[config.mk]
export PLATFORM = sky130hd
export DESIGN_NAME = axi_txn_limiter
export DESIGN_NICKNAME = d
export VERILOG_FILES = /design/src/rtl/axi_txn_limiter_pkg.sv /design/src/rtl/axi_txn_limiter_txn_counter.sv /design/src/rtl/axi_txn_limiter.sv
export SDC_FILE = /design/constraint.sdc
export NUM_CORES = 1
export LEC_CHECK = 0
export BUFFER_PORTS_ARGS = -buffer_cell sky130_fd_sc_hd__buf_2
export CORE_AREA = 2 2 194 196
export CTS_CLUSTER_DIAMETER = 200
export DETAILED_ROUTE_END_ITERATION = 10
export DIE_AREA = 0 0 196 198
export GPL_TIMING_DRIVEN = 0
export PLACE_DENSITY = 0.3
export SLEW_MARGIN = 20
export SYNTH_ARGS = -nofsm -noshare
export SYNTH_HDL_FRONTEND = slang
export SYNTH_HIERARCHICAL = 1
export SYNTH_SLANG_ARGS = --single-unit
[constraint.sdc]
create_clock -name uncoreclk -period 3 [get_ports uncoreclk]
set_input_delay 0.6 -clock uncoreclk [delete_from_list [all_inputs] [get_ports uncoreclk]]
set_output_delay 0.6 -clock uncoreclk [all_outputs]
set_load 0.05 [all_outputs]
[src/rtl/axi_txn_limiter_pkg.sv]
// Shared definitions for the AXI outstanding-transaction limiter.
package axi_txn_limiter_pkg;

  typedef enum logic [1:0] {
    RESP_OKAY   = 2'b00,
    RESP_EXOKAY = 2'b01,
    RESP_SLVERR = 2'b10,
    RESP_DECERR = 2'b11
  } axi_resp_e;

  function automatic int cnt_w(input int max);
    return $clog2(max + 1);
  endfunction

endpackage

[src/rtl/axi_txn_limiter_txn_counter.sv]
// Up/down outstanding-burst counter that saturates at MAX and clamps at zero.
module txn_counter
  import axi_txn_limiter_pkg::*;
#(
  parameter int MAX = 4,
  parameter int W   = cnt_w(MAX)
) (
  input  logic         clk,
  input  logic         rst,
  input  logic         inc,
  input  logic         dec,
  output logic [W-1:0] cnt,
  output logic [W-1:0] cnt_next,
  output logic         full,
  output logic         underflow
);

  logic zero;

  assign full = (cnt == W'(MAX));
  assign zero = (cnt == '0);

  always_comb begin
    cnt_next  = cnt;
    // A response with nothing outstanding cannot belong to any accepted request.
    underflow = dec & zero;
    if (inc & ~dec & ~full) begin
      cnt_next = cnt + W'(1);
    end else if (dec & ~inc & ~zero) begin
      cnt_next = cnt - W'(1);
    end
  end

  always_ff @(posedge clk) begin
    if (rst) begin
      cnt <= '0;
    end else begin
      cnt <= cnt_next;
    end
  end

endmodule

[src/rtl/axi_txn_limiter.sv]
// AXI4 pass-through that caps outstanding reads/writes and offers a drain handshake.
// Optional stall counters are enabled with `define AXI_TXN_LIMITER_STATS_EN.
module axi_txn_limiter
  import axi_txn_limiter_pkg::*;
#(
  parameter int ADDR_W = 32,
  parameter int DATA_W = 64,
  parameter int ID_W   = 1,
  parameter int MAX_RD = 4,
  parameter int MAX_WR = 4
) (
  input  logic                uncoreclk,
  input  logic                uncorerst,
  input  logic                s_axi_awvalid,
  output logic                s_axi_awready,
  input  logic [ADDR_W-1:0]   s_axi_awaddr,
  input  logic [ID_W-1:0]     s_axi_awid,
  input  logic [7:0]          s_axi_awlen,
  input  logic [2:0]          s_axi_awsize,
  input  logic [1:0]          s_axi_awburst,
  input  logic                s_axi_wvalid,
  output logic                s_axi_wready,
  input  logic [DATA_W-1:0]   s_axi_wdata,
  input  logic [DATA_W/8-1:0] s_axi_wstrb,
  input  logic                s_axi_wlast,
  output logic                s_axi_bvalid,
  input  logic                s_axi_bready,
  output logic [1:0]          s_axi_bresp,
  output logic [ID_W-1:0]     s_axi_bid,
  input  logic                s_axi_arvalid,
  output logic                s_axi_arready,
  input  logic [ADDR_W-1:0]   s_axi_araddr,
  input  logic [ID_W-1:0]     s_axi_arid,
  input  logic [7:0]          s_axi_arlen,
  input  logic [2:0]          s_axi_arsize,
  input  logic [1:0]          s_axi_arburst,
  output logic                s_axi_rvalid,
  input  logic                s_axi_rready,
  output logic [DATA_W-1:0]   s_axi_rdata,
  output logic [1:0]          s_axi_rresp,
  output logic [ID_W-1:0]     s_axi_rid,
  output logic                s_axi_rlast,
  output logic                m_axi_awvalid,
  input  logic                m_axi_awready,
  output logic [ADDR_W-1:0]   m_axi_awaddr,
  output logic [ID_W-1:0]     m_axi_awid,
  output logic [7:0]          m_axi_awlen,
  output logic [2:0]          m_axi_awsize,
  output logic [1:0]          m_axi_awburst,
  output logic                m_axi_wvalid,
  input  logic                m_axi_wready,
  output logic [DATA_W-1:0]   m_axi_wdata,
  output logic [DATA_W/8-1:0] m_axi_wstrb,
  output logic                m_axi_wlast,
  input  logic                m_axi_bvalid,
  output logic                m_axi_bready,
  input  logic [1:0]          m_axi_bresp,
  input  logic [ID_W-1:0]     m_axi_bid,
  output logic                m_axi_arvalid,
  input  logic                m_axi_arready,
  output logic [ADDR_W-1:0]   m_axi_araddr,
  output logic [ID_W-1:0]     m_axi_arid,
  output logic [7:0]          m_axi_arlen,
  output logic [2:0]          m_axi_arsize,
  output logic [1:0]          m_axi_arburst,
  input  logic                m_axi_rvalid,
  output logic                m_axi_rready,
  input  logic [DATA_W-1:0]   m_axi_rdata,
  input  logic [1:0]          m_axi_rresp,
  input  logic [ID_W-1:0]     m_axi_rid,
  input  logic                m_axi_rlast,
  input  logic                drain_req,
  output logic                drain_ack,
  output logic                err
`ifdef AXI_TXN_LIMITER_STATS_EN
  ,
  output logic [31:0]         aw_stall_cnt,
  output logic [31:0]         ar_stall_cnt
`endif
);

  localparam int RD_W = cnt_w(MAX_RD);
  localparam int WR_W = cnt_w(MAX_WR);

  logic [RD_W-1:0] rd_cnt, rd_cnt_next;
  logic [WR_W-1:0] wr_cnt, wr_cnt_next;
  logic            rd_full, wr_full, rd_uf, wr_uf;
  logic            aw_block, ar_block;
  logic            aw_hs, ar_hs, b_hs, r_last_hs;

  // Blocking looks only at registered counts, so awvalid never reaches awready.
  assign aw_block = drain_req | wr_full;
  assign ar_block = drain_req | rd_full;

  assign m_axi_awvalid = s_axi_awvalid & ~aw_block;
  assign s_axi_awready = m_axi_awready & ~aw_block;
  assign m_axi_arvalid = s_axi_arvalid & ~ar_block;
  assign s_axi_arready = m_axi_arready & ~ar_block;

  assign m_axi_awaddr  = s_axi_awaddr;
  assign m_axi_awid    = s_axi_awid;
  assign m_axi_awlen   = s_axi_awlen;
  assign m_axi_awsize  = s_axi_awsize;
  assign m_axi_awburst = s_axi_awburst;
  assign m_axi_araddr  = s_axi_araddr;
  assign m_axi_arid    = s_axi_arid;
  assign m_axi_arlen   = s_axi_arlen;
  assign m_axi_arsize  = s_axi_arsize;
  assign m_axi_arburst = s_axi_arburst;

  assign m_axi_wvalid  = s_axi_wvalid;
  assign s_axi_wready  = m_axi_wready;
  assign m_axi_wdata   = s_axi_wdata;
  assign m_axi_wstrb   = s_axi_wstrb;
  assign m_axi_wlast   = s_axi_wlast;

  assign s_axi_bvalid  = m_axi_bvalid;
  assign m_axi_bready  = s_axi_bready;
  assign s_axi_bresp   = m_axi_bresp;
  assign s_axi_bid     = m_axi_bid;

  assign s_axi_rvalid  = m_axi_rvalid;
  assign m_axi_rready  = s_axi_rready;
  assign s_axi_rdata   = m_axi_rdata;
  assign s_axi_rresp   = m_axi_rresp;
  assign s_axi_rid     = m_axi_rid;
  assign s_axi_rlast   = m_axi_rlast;

  assign aw_hs     = s_axi_awvalid & s_axi_awready;
  assign ar_hs     = s_axi_arvalid & s_axi_arready;
  assign b_hs      = m_axi_bvalid & s_axi_bready;
  assign r_last_hs = m_axi_rvalid & s_axi_rready & m_axi_rlast;

  txn_counter #(.MAX(MAX_WR), .W(WR_W)) u_wr (
    .clk       (uncoreclk),
    .rst       (uncorerst),
    .inc       (aw_hs),
    .dec       (b_hs),
    .cnt       (wr_cnt),
    .cnt_next  (wr_cnt_next),
    .full      (wr_full),
    .underflow (wr_uf)
  );

  txn_counter #(.MAX(MAX_RD), .W(RD_W)) u_rd (
    .clk       (uncoreclk),
    .rst       (uncorerst),
    .inc       (ar_hs),
    .dec       (r_last_hs),
    .cnt       (rd_cnt),
    .cnt_next  (rd_cnt_next),
    .full      (rd_full),
    .underflow (rd_uf)
  );

  always_ff @(posedge uncoreclk) begin
    if (uncorerst) begin
      err       <= 1'b0;
      drain_ack <= 1'b0;
    end else begin
      err       <= err | wr_uf | rd_uf;
      drain_ack <= drain_req & (rd_cnt_next == '0) & (wr_cnt_next == '0);
    end
  end

`ifdef AXI_TXN_LIMITER_STATS_EN
  function automatic logic [31:0] sat_inc(input logic [31:0] v);
    return (v == 32'hFFFF_FFFF) ? v : v + 32'd1;
  endfunction

  always_ff @(posedge uncoreclk) begin
    if (uncorerst) begin
      aw_stall_cnt <= '0;
      ar_stall_cnt <= '0;
    end else begin
      if (s_axi_awvalid & aw_block) aw_stall_cnt <= sat_inc(aw_stall_cnt);
      if (s_axi_arvalid & ar_block) ar_stall_cnt <= sat_inc(ar_stall_cnt);
    end
  end
`endif

endmodule

==> impl_metrics.json, run 1 <==
{
  "r2r-start": "u_wr/cnt[0]",
  "relSlewSlack_pct": 78.4,
  "die_w_um": 196,
  "finalHoldViolations": 0,
  "cp_slowest_stage_delay_ns": 0.34,
  "drt_iter0_drc": 69,
  "ys_types": 30,
  "cp_cell_sequence": "inv_1 > ha_1 > inv_1 > nor2_1 > nor3b_2 > and2_2 > nand3b_1 > o31a_1 > o22ai_1 > a211oi_1 > nor4_1 > and4b_1",
  "worst_pin_slew_ns": 0.321,
  "postRouteAntennaNets": 0,
  "synthAdderAreaFrac_pct": 2.91,
  "cp_slowest_cell": "dfxtp_1",
  "holdCritStartpoint": "err",
  "setup_viol_count_final": 0,
  "path_clk_slew_ns": 0.03,
  "rrSetupSlack_ns": 0.23,
  "finalClockSkew_ns": 0.00553,
  "die_h_um": 198,
  "viasPerCell": 2.68,
  "cp-end-kind": "register",
  "yosys.area_share.simple_pct": 11.0,
  "final_common_cell": "buf_2",
  "timing_worst_setup_path_type": "register to register",
  "finalInstanceArea_sq_mm": 0.00455,
  "async_reset_ff_share_pct": 0,
  "critPathLaunch": "u_wr/cnt[0]",
  "wl_per_cell_um": 10.2,
  "drc": 0,
  "antenna_found_initial": 2,
  "first_pass_iters": 4,
  "whs_ns": 0.481,
  "syn_area_per_cell_sq_um": 7.71,
  "dieArea_sq_mm": 0.0388,
  "reg2reg_depth": 12,
  "power_density_mw_per_mm2": 338,
  "max_freq_mhz": 362,
  "fillers": 4292,
  "root_buffer": "clkbuf_16",
  "cp.arrival_ns": 2.93,
  "htree_levels": 1,
  "final_max_slew_viol_count": 0,
  "netlist_instances": 335,
  "ctsResizeCount": 0,
  "r2r-end": "drain_ack",
  "fp-row-count": 71,
  "routed_wl_um": 11000,
  "synth-edff-count": 0,
  "hpwl_um": 10300,
  "tritoncts": "yes",
  "grt_pass1_vias": 2411,
  "grt_remaining_overflow": 0,
  "cts_max_path_buffers": 2,
  "min_path_type": "register to register",
  "synth_area_sq_mm": 0.00258,
  "critPathCapture": "drain_ack",
  "cp_max_fo": 7,
  "cts_setup_buffers": 0,
  "io-pin-count": 497,
  "drv_cap": 0,
  "syn-num-nets": 590,
  "tns_ns": 0,
  "rsz0062_at_grt": "false",
  "cts_sinks": 8,
  "worstPathRequired_ns": 3.16,
  "grt_usage_pct": 4.75,
  "antenna_cells": 0,
  "synth_top_family_by_area": "buffers and inverters",
  "clk_latency_ns": 0.23,
  "vias": 2867,
  "most-common-layout-cells": "buf_2, buf_4, nor2_1, dfxtp_1, inv_1",
  "p_leak_nw": 2.53,
  "synthMuxAreaShare_pct": 0.873,
  "layout-drive-gt1-share_pct": 86.9,
  "start_util_pct": 6.98,
  "status": "complete, no violations",
  "ir_worst_vdd_uv": 154,
  "yosys_warnings": 6,
  "cts_hold_buf": 0,
  "synth_compound_area_share_pct": 5.91,
  "period_needed_ns": 2.77,
  "crit_top_cell": "inv_1",
  "gp_congestion": 0.781,
  "synthFlopType": "dfxtp_1",
  "ys_seq_area_share_pct": 6.20,
  "ys_seq_elements": 8,
  "startpoint_type": "register",
  "grt_pass1_wl_um": 13500,
  "area_growth_syn_to_layout_pct": 76.2,
  "synth_xor_area_share_pct": 0.679,
  "grt_max_degree": 11,
  "cts_inserted_buffers": 3,
  "fin_nets": 854,
  "core_sq_mm": 0.0370,
  "io_buffers": 259,
  "min_period_over_period_pct": 92.2,
  "place_area_sq_mm": 0.00447
}
-- per-layer routing --
| layer | vias to the layer above | share of wire (%) | wire (um) | track usage (%) |
|---|---|---|---|---|
| met3 | 16 | 10 | 1110 | 0.749 |
| met2 | 278 | 54 | 5920 | 9.53 |
| met5 | - | 0 | 0 | 0 |
| li1 | 1344 | - | - | - |
| met4 | 0 | 4.0 | 436 | 2.69 |
| met1 | 1229 | 32 | 3490 | 4.58 |
-- worst max-delay path, delay by kind of cell, from the launching register on --
family,cells,cell delay [ns]
buffers and inverters,2,0.22
AOI/OAI and AO/OA,3,0.49
DFF,1,0.34
and+or+nand+nor,6,1.40
adders and majority gates,1,0.27
-- metrics by stage --
| step | cells | setup slack, ns | util (%) | power (mW) |
|---|---|---|---|---|
| 5_1_grt | 1071 | 0.0158 | 12.3 | 1.60 |
| 3_5_place_dp | 1068 | 0.184 | 12.1 | 1.32 |
| 4_1_cts | 1071 | 0.161 | 12.3 | 1.55 |
| 6_report | 1071 | 0.234 | 12.3 | 1.54 |
| 2_1_floorplan | 335 | 0.151 | - | 1.11 |
| 3_3_place_gp | 1068 | 0.171 | 12.1 | 1.33 |
-- cell type report --
cell class | instances | area (sq um) | share of cell area [%]
sequential | 8 | 160 | 3.52
tap | 474 | 593 | 13.0
multi-input combinational | 75 | 553 | 12.2
inverter | 8 | 30.0 | 0.660
buffer | 244 | 1840 | 40.5
clock buffer | 3 | 75.1 | 1.65
timing repair buffer | 259 | 1300 | 28.5
-- cells in the mapped netlist (3+ instances only) --
master      n  area [sq um]
inv_1       8          30.0
ha_1        6          75.1
nor3_1      3          15.0
and2_1      5          31.3
nor2b_1     4          25.0
a21oi_1     4          20.0
dfxtp_1     8           160
nor2_1     12          45.0
buf_4     242          1820
and3_1      3          18.8
nand3b_1    4          30.0
-- where the power goes --
group          internal [mW]  total, mW  leakage [nW]  switching (mW)
combinational          0.370       1.19          2.43           0.817
sequential             0.117      0.127        0.0655          0.0108
clock                  0.172      0.221        0.0370          0.0497
-- worst min path at each step --
stage                              to  slack (ns)  cells past startpoint
after floorplan           u_rd/cnt[0]        0.57                      2
after global placement            err        0.47                      2
after detailed placement          err        0.49                      2
after CTS                         err        0.50                      2
after global routing              err        0.56                      2
final                             err        0.48                      2
-- registers in the layout, summed over array words and instances, names as in the netlist --
register   cells
drain_ack      1
u_wr/cnt       3
u_rd/cnt       3
err            1
-- logic make-up (layout without fill, tap and decap cells) --
family                   Yosys count  in the layout
flip-flops                         8              8
AO/OA/AOI/OAI                     20             20
XOR/XNOR                           2              2
adder cells (fa/ha/maj)            6              6
buffers and inverters            252            514
multiplexers                       2              2
AND/OR/NAND/NOR                   45             45
Power figures use the tool's default switching activity.
==> inputs of run 2 (changes only) <==
- BUFFER_PORTS_ARGS: -buffer_cell sky130_fd_sc_hd__buf_2 -> -buffer_cell sky130_fd_sc_hd__buf_4
==> impl_metrics.json, run 2 (synthesis results as in run 1) <==
{
  "fin_nets": 854,
  "p_leak_nw": 2.76,
  "top_layer": "met4",
  "postRouteAntennaNets": 0,
  "most-common-layout-cells": "buf_4, nor2_1, dfxtp_1, inv_1, ha_1",
  "path_clk_slew_ns": 0.04,
  "timing_worst_setup_path_type": "register to register",
  "fp-row-count": 71,
  "whs_ns": 0.486,
  "cp_slowest_cell": "dfxtp_1",
  "cp.arrival_ns": 2.79,
  "max_freq_mhz": 380,
  "cp_cell_sequence": "inv_1 > ha_1 > inv_1 > nor2_2 > nor3b_2 > and2_2 > a21bo_2 > nor2_1 > a21oi_1 > xnor2_1 > nor4_1 > and4b_1",
  "cts_hold_buf": 0,
  "grt_remaining_overflow": 0,
  "worst_pin_slew_ns": 0.319,
  "rrSetupSlack_ns": 0.37,
  "cts_setup_buffers": 0,
  "ir_worst_vdd_uv": 123,
  "antenna_cells": 0,
  "crit_top_cell": "inv_1",
  "final_common_cell": "buf_4",
  "gp_congestion": 0.760,
  "drt_iter0_drc": 48,
  "setup_viol_count_final": 0,
  "dpl.cell_count": 1068,
  "routed_wl_um": 11500,
  "period_needed_ns": 2.63,
  "vias": 2805,
  "crit_buf_inv": 2,
  "dieArea_sq_mm": 0.0388,
  "root_buffer": "clkbuf_16",
  "htree_levels": 1,
  "io_buffers": 259,
  "core_sq_mm": 0.0370,
  "clk_latency_ns": 0.24,
  "fin_ws_ns": 0.369,
  "cts_inserted_buffers": 3,
  "wl_per_cell_um": 10.7,
  "cp-end-kind": "register",
  "cp_max_fo": 7,
  "r2r-start": "u_wr/cnt[1]",
  "final_max_slew_viol_count": 0,
  "finalClockSkew_ns": 0.00370,
  "reg2reg_depth": 12,
  "finalNonFillerCells": 1071,
  "layout-drive-gt1-share_pct": 87.3,
  "worst-path-stages": 12,
  "grt_usage_pct": 5.00,
  "antenna_found_initial": 0,
  "reg_top3": "u_rd/cnt x3, u_wr/cnt x3",
  "first_pass_iters": 4,
  "area_growth_syn_to_layout_pct": 102,
  "power_mw": 1.67,
  "rsz0062_at_grt": "false",
  "cp_slowest_stage_delay_ns": 0.41,
  "critPathCapture": "drain_ack",
  "place_area_sq_mm": 0.00512,
  "ctsResizeCount": 0,
  "cts_sinks": 8,
  "startpoint_type": "register",
  "die_h_um": 198,
  "worstPathRequired_ns": 3.16,
  "grt_pass1_vias": 2524,
  "power_density_mw_per_mm2": 321,
  "finalHoldViolations": 0,
  "crit_family": "simple AND/OR/NAND/NOR gates",
  "io-pin-count": 497,
  "dp_slack_ns": 0.114,
  "critPathLaunch": "u_wr/cnt[1]",
  "tns_ns": 0,
  "fin_util_pct": 14.1,
  "min_period_over_period_pct": 87.7,
  "met3WireLength_um": 1200,
  "r2r-end": "drain_ack",
  "hpwl_um": 10800,
  "finalInstanceArea_sq_mm": 0.00520,
  "met1_length_um": 3450,
  "cts_max_path_buffers": 2,
  "relSlewSlack_pct": 78.6,
  "die_w_um": 196,
  "drv_cap": 0,
  "tritoncts": "yes",
  "start_util_pct": 6.98,
  "min_path_type": "register to register",
  "grt_max_degree": 11,
  "dr_wl_met2_um": 6760,
  "status": "complete, no violations",
  "drc": 0,
  "viasPerCell": 2.62,
  "grt_pass1_wl_um": 14300
}
[run 2: changes by cell type in the layout (fill, tap and decap cells not counted)]
cell	previous run	this run
nor2_2	2	3
nor3_1	3	2
buf_4	242	501
buf_2	259	0
nor3_2	0	1
nor2_1	12	11
[run 2: how the worst min path moves through the flow]
stage                 from     endpoint  cells past startpoint
6_report               err          err                      2
5_1_grt                err          err                      2
4_1_cts                err          err                      2
2_1_floorplan  u_rd/cnt[0]  u_rd/cnt[0]                      2
3_3_place_gp           err          err                      2
3_5_place_dp           err          err                      2
[run 2: final cells by class]
cell class | count | area (sq um)
plain buffers | 244 | 1840
clock buffers | 3 | 75.1
fillers | 4243 | 31800
inverters | 8 | 30.0
multi-input cells | 75 | 561
flip-flops and latches | 8 | 160
well taps | 474 | 593
repair buffers | 259 | 1940
[run 2: worst register-to-register path, delay by kind of cell, from the launching register on]
| family | cells | cell delay (ns) |
|---|---|---|
| and+or+nand+nor | 6 | 1.21 |
| DFF | 1 | 0.41 |
| AOI/OAI and AO/OA | 2 | 0.32 |
| adders and majority gates | 1 | 0.26 |
| buffers and inverters | 2 | 0.22 |
| xor gates and xnor gates | 1 | 0.14 |
[run 2: power by group]
part / switching, mW / leakage (nW) / internal (mW)
registers: 0.0103 / 0.0655 / 0.117
clock network: 0.0636 / 0.0370 / 0.173
logic: 0.827 / 2.66 / 0.479
total: 0.901 / 2.76 / 0.769
[run 2: metal layers]
metal,track usage (%),up-vias
li1,-,1343
met1,4.52,1193
met2,11.0,264
met3,1.06,5
met4,1.04,0
met5,0,-
==> inputs of run 3 (changes only) <==
- ABC_AREA: default -> 1
==> impl_metrics.json, run 3 <==
{
  "status": "complete, no violations",
  "postRouteAntennaNets": 0,
  "async_reset_ff_share_pct": 0,
  "setup_viol_count_final": 0,
  "hpwl_um": 10000,
  "antenna_found_initial": 0,
  "gp_congestion": 0.762,
  "max_freq_mhz": 469,
  "most-common-layout-cells": "buf_4, nand2_1, nor2_1, inv_1, dfxtp_1",
  "ys_seq_elements": 8,
  "drc": 0,
  "synthFlopType": "dfxtp_1",
  "min_path_type": "register to register",
  "fillers": 4222,
  "grt_pass1_vias": 2448,
  "rsz0062_at_grt": "false",
  "ys_types": 17,
  "core_sq_mm": 0.0370,
  "period_needed_ns": 2.13,
  "r2r-start": "u_wr/cnt[0]",
  "start_util_pct": 6.93,
  "grt_max_degree": 9,
  "syn-num-nets": 615,
  "cp_cell_sequence": "inv_1 > ha_1 > nand2_2 > clkinv_2 > inv_1 > nand2_1 > nor2_1 > buf_4",
  "min_path_cells": 2,
  "cts_hold_buf": 0,
  "path_clk_slew_ns": 0.04,
  "ys_seq_area_share_pct": 6.25,
  "wl_per_cell_um": 9.64,
  "finalHoldViolations": 0,
  "grt_usage_pct": 4.49,
  "syn_area_per_cell_sq_um": 7.11,
  "tritoncts": "yes",
  "first_pass_iters": 3,
  "fin_nets": 879,
  "grt_pass1_wl_um": 13100,
  "multi_input_area_sq_um": 503,
  "yosys_warnings": 6,
  "reg2reg_depth": 15,
  "cp_slowest_cell": "dfxtp_1",
  "cp_max_fo": 3,
  "rrSetupSlack_ns": 0.90,
  "root_buffer": "clkbuf_16",
  "cts_max_path_buffers": 2,
  "htree_levels": 1,
  "drv_cap": 0,
  "cp_slowest_stage_delay_ns": 0.34,
  "die_h_um": 198,
  "power_mw": 1.61,
  "crit_top_cell": "inv_1",
  "synth_commonest_cells": "buf_4, nand2_1, nor2_1",
  "grt_remaining_overflow": 0,
  "cts_sinks": 8,
  "clk_latency_ns": 0.23,
  "layout-drive-gt1-share_pct": 86.0,
  "antenna_cells": 0,
  "synth-edff-count": 0,
  "vias": 2788,
  "synth_top_cells_by_area": "buf_4, dfxtp_1, nand2_1",
  "startpoint_type": "register",
  "die_w_um": 196,
  "netlist_instances": 360,
  "routed_wl_um": 10600,
  "yosys.area.top_type": "buf_4",
  "post-synth-top-count-cell": "buf_4",
  "crit_buf_inv": 4,
  "tns_ns": 0,
  "io-pin-count": 497,
  "area_growth_syn_to_layout_pct": 102,
  "dieArea_sq_mm": 0.0388,
  "reg_top3": "u_rd/cnt x3, u_wr/cnt x3",
  "place_area_sq_mm": 0.00510,
  "ir_worst_vdd_uv": 137,
  "finalInstanceArea_sq_mm": 0.00517,
  "r2r-end": "drain_ack",
  "worst_pin_slew_ns": 0.419,
  "min_period_over_period_pct": 71.0,
  "fin_ws_ns": 0.869,
  "p_leak_nw": 2.82,
  "worstPathRequired_ns": 2.40,
  "synth_area_sq_mm": 0.00256,
  "seq_area_sq_um": 160,
  "io_buffers": 259,
  "cts_setup_buffers": 0,
  "fp-row-count": 71,
  "final_common_cell": "buf_4",
  "power_density_mw_per_mm2": 311,
  "hold_end": "err",
  "cp-end-kind": "output port",
  "relSlewSlack_pct": 71.9,
  "viasPerCell": 2.54,
  "timing_worst_setup_path_type": "register to output port",
  "yosysTopAreaCellShare_pct": 70.9,
  "crit_family": "buffers and inverters",
  "drt_iter0_drc": 39,
  "cts_inserted_buffers": 3,
  "cp.arrival_ns": 1.53,
  "finalClockSkew_ns": 0.00180,
  "final_max_slew_viol_count": 0,
  "holdCritStartpoint": "err",
  "ctsResizeCount": 0,
  "dp_slack_ns": 0.857
}
-- run 3: per-layer routing --
metal / vias to the layer above / routed length, um / track usage, %
li1: 1364 / - / -
met2: 260 / 6090 / 9.90
met5: - / 0 / 0
met1: 1156 / 3130 / 3.92
met4: 0 / 218 / 1.40
met3: 8 / 1120 / 0.920
-- run 3: cell type report --
class	count	area share, %
inverters	21	1.57
plain buffers	242	35.1
clock buffers	3	1.45
well taps	474	11.5
flip-flops and latches	8	3.10
repair buffers	259	37.6
multi-input cells	89	9.72
-- run 3: worst register-to-register path, cell delays in order, from the launching register on --
cell and delay [ns]:
dfxtp_1 0.34, inv_1 0.09, ha_1 0.23, nand2_2 0.10, clkinv_2 0.07, inv_1 0.05, nand2_1 0.08, nor3_2 0.34
nand2_1 0.12, nor2_2 0.15, nor2_1 0.05, nand2_1 0.11, nand2_1 0.07, nor2_1 0.10, nand2_1 0.07, nor2_2 0.09
-- run 3: worst max path at each step --
stage	startpoint	to	slack, ns	cells past startpoint
after floorplan	u_rd/cnt[0]	m_axi_arvalid	0.86	7
after global placement	u_wr/cnt[0]	drain_ack	0.84	15
after detailed placement	u_wr/cnt[0]	drain_ack	0.86	15
after CTS	u_wr/cnt[0]	s_axi_awready	0.83	8
after global routing	u_wr/cnt[0]	drain_ack	0.60	15
final	u_wr/cnt[0]	s_axi_awready	0.87	8
-- run 3: logic make-up (layout without fill, tap and decap cells) --
logic type | Yosys count | after routing | share of synthesized area [%]
adders and majority gates | 6 | 6 | 2.93
DFF | 8 | 8 | 6.25
and+or+nand+nor | 76 | 76 | 14.8
buffers and inverters | 263 | 525 | 74.1
AOI/OAI and AO/OA | 7 | 7 | 1.95
-- run 3: metrics by stage --
| stage | util [%] | std cells | hold slack (ns) |
|---|---|---|---|
| final | 14.0 | 1096 | 0.523 |
| after global routing | 14.0 | 1096 | 0.563 |
| after CTS | 14.0 | 1096 | 0.527 |
| after detailed placement | 13.8 | 1093 | 0.514 |
| after global placement | 13.8 | 1093 | 0.507 |
| after floorplan | - | 360 | 0.495 |
-- run 3: power breakdown --
part / switching, mW / internal (mW)
clock: 0.0478 / 0.171
sequential: 0.00561 / 0.115
combinational: 0.814 / 0.455
total: 0.868 / 0.741
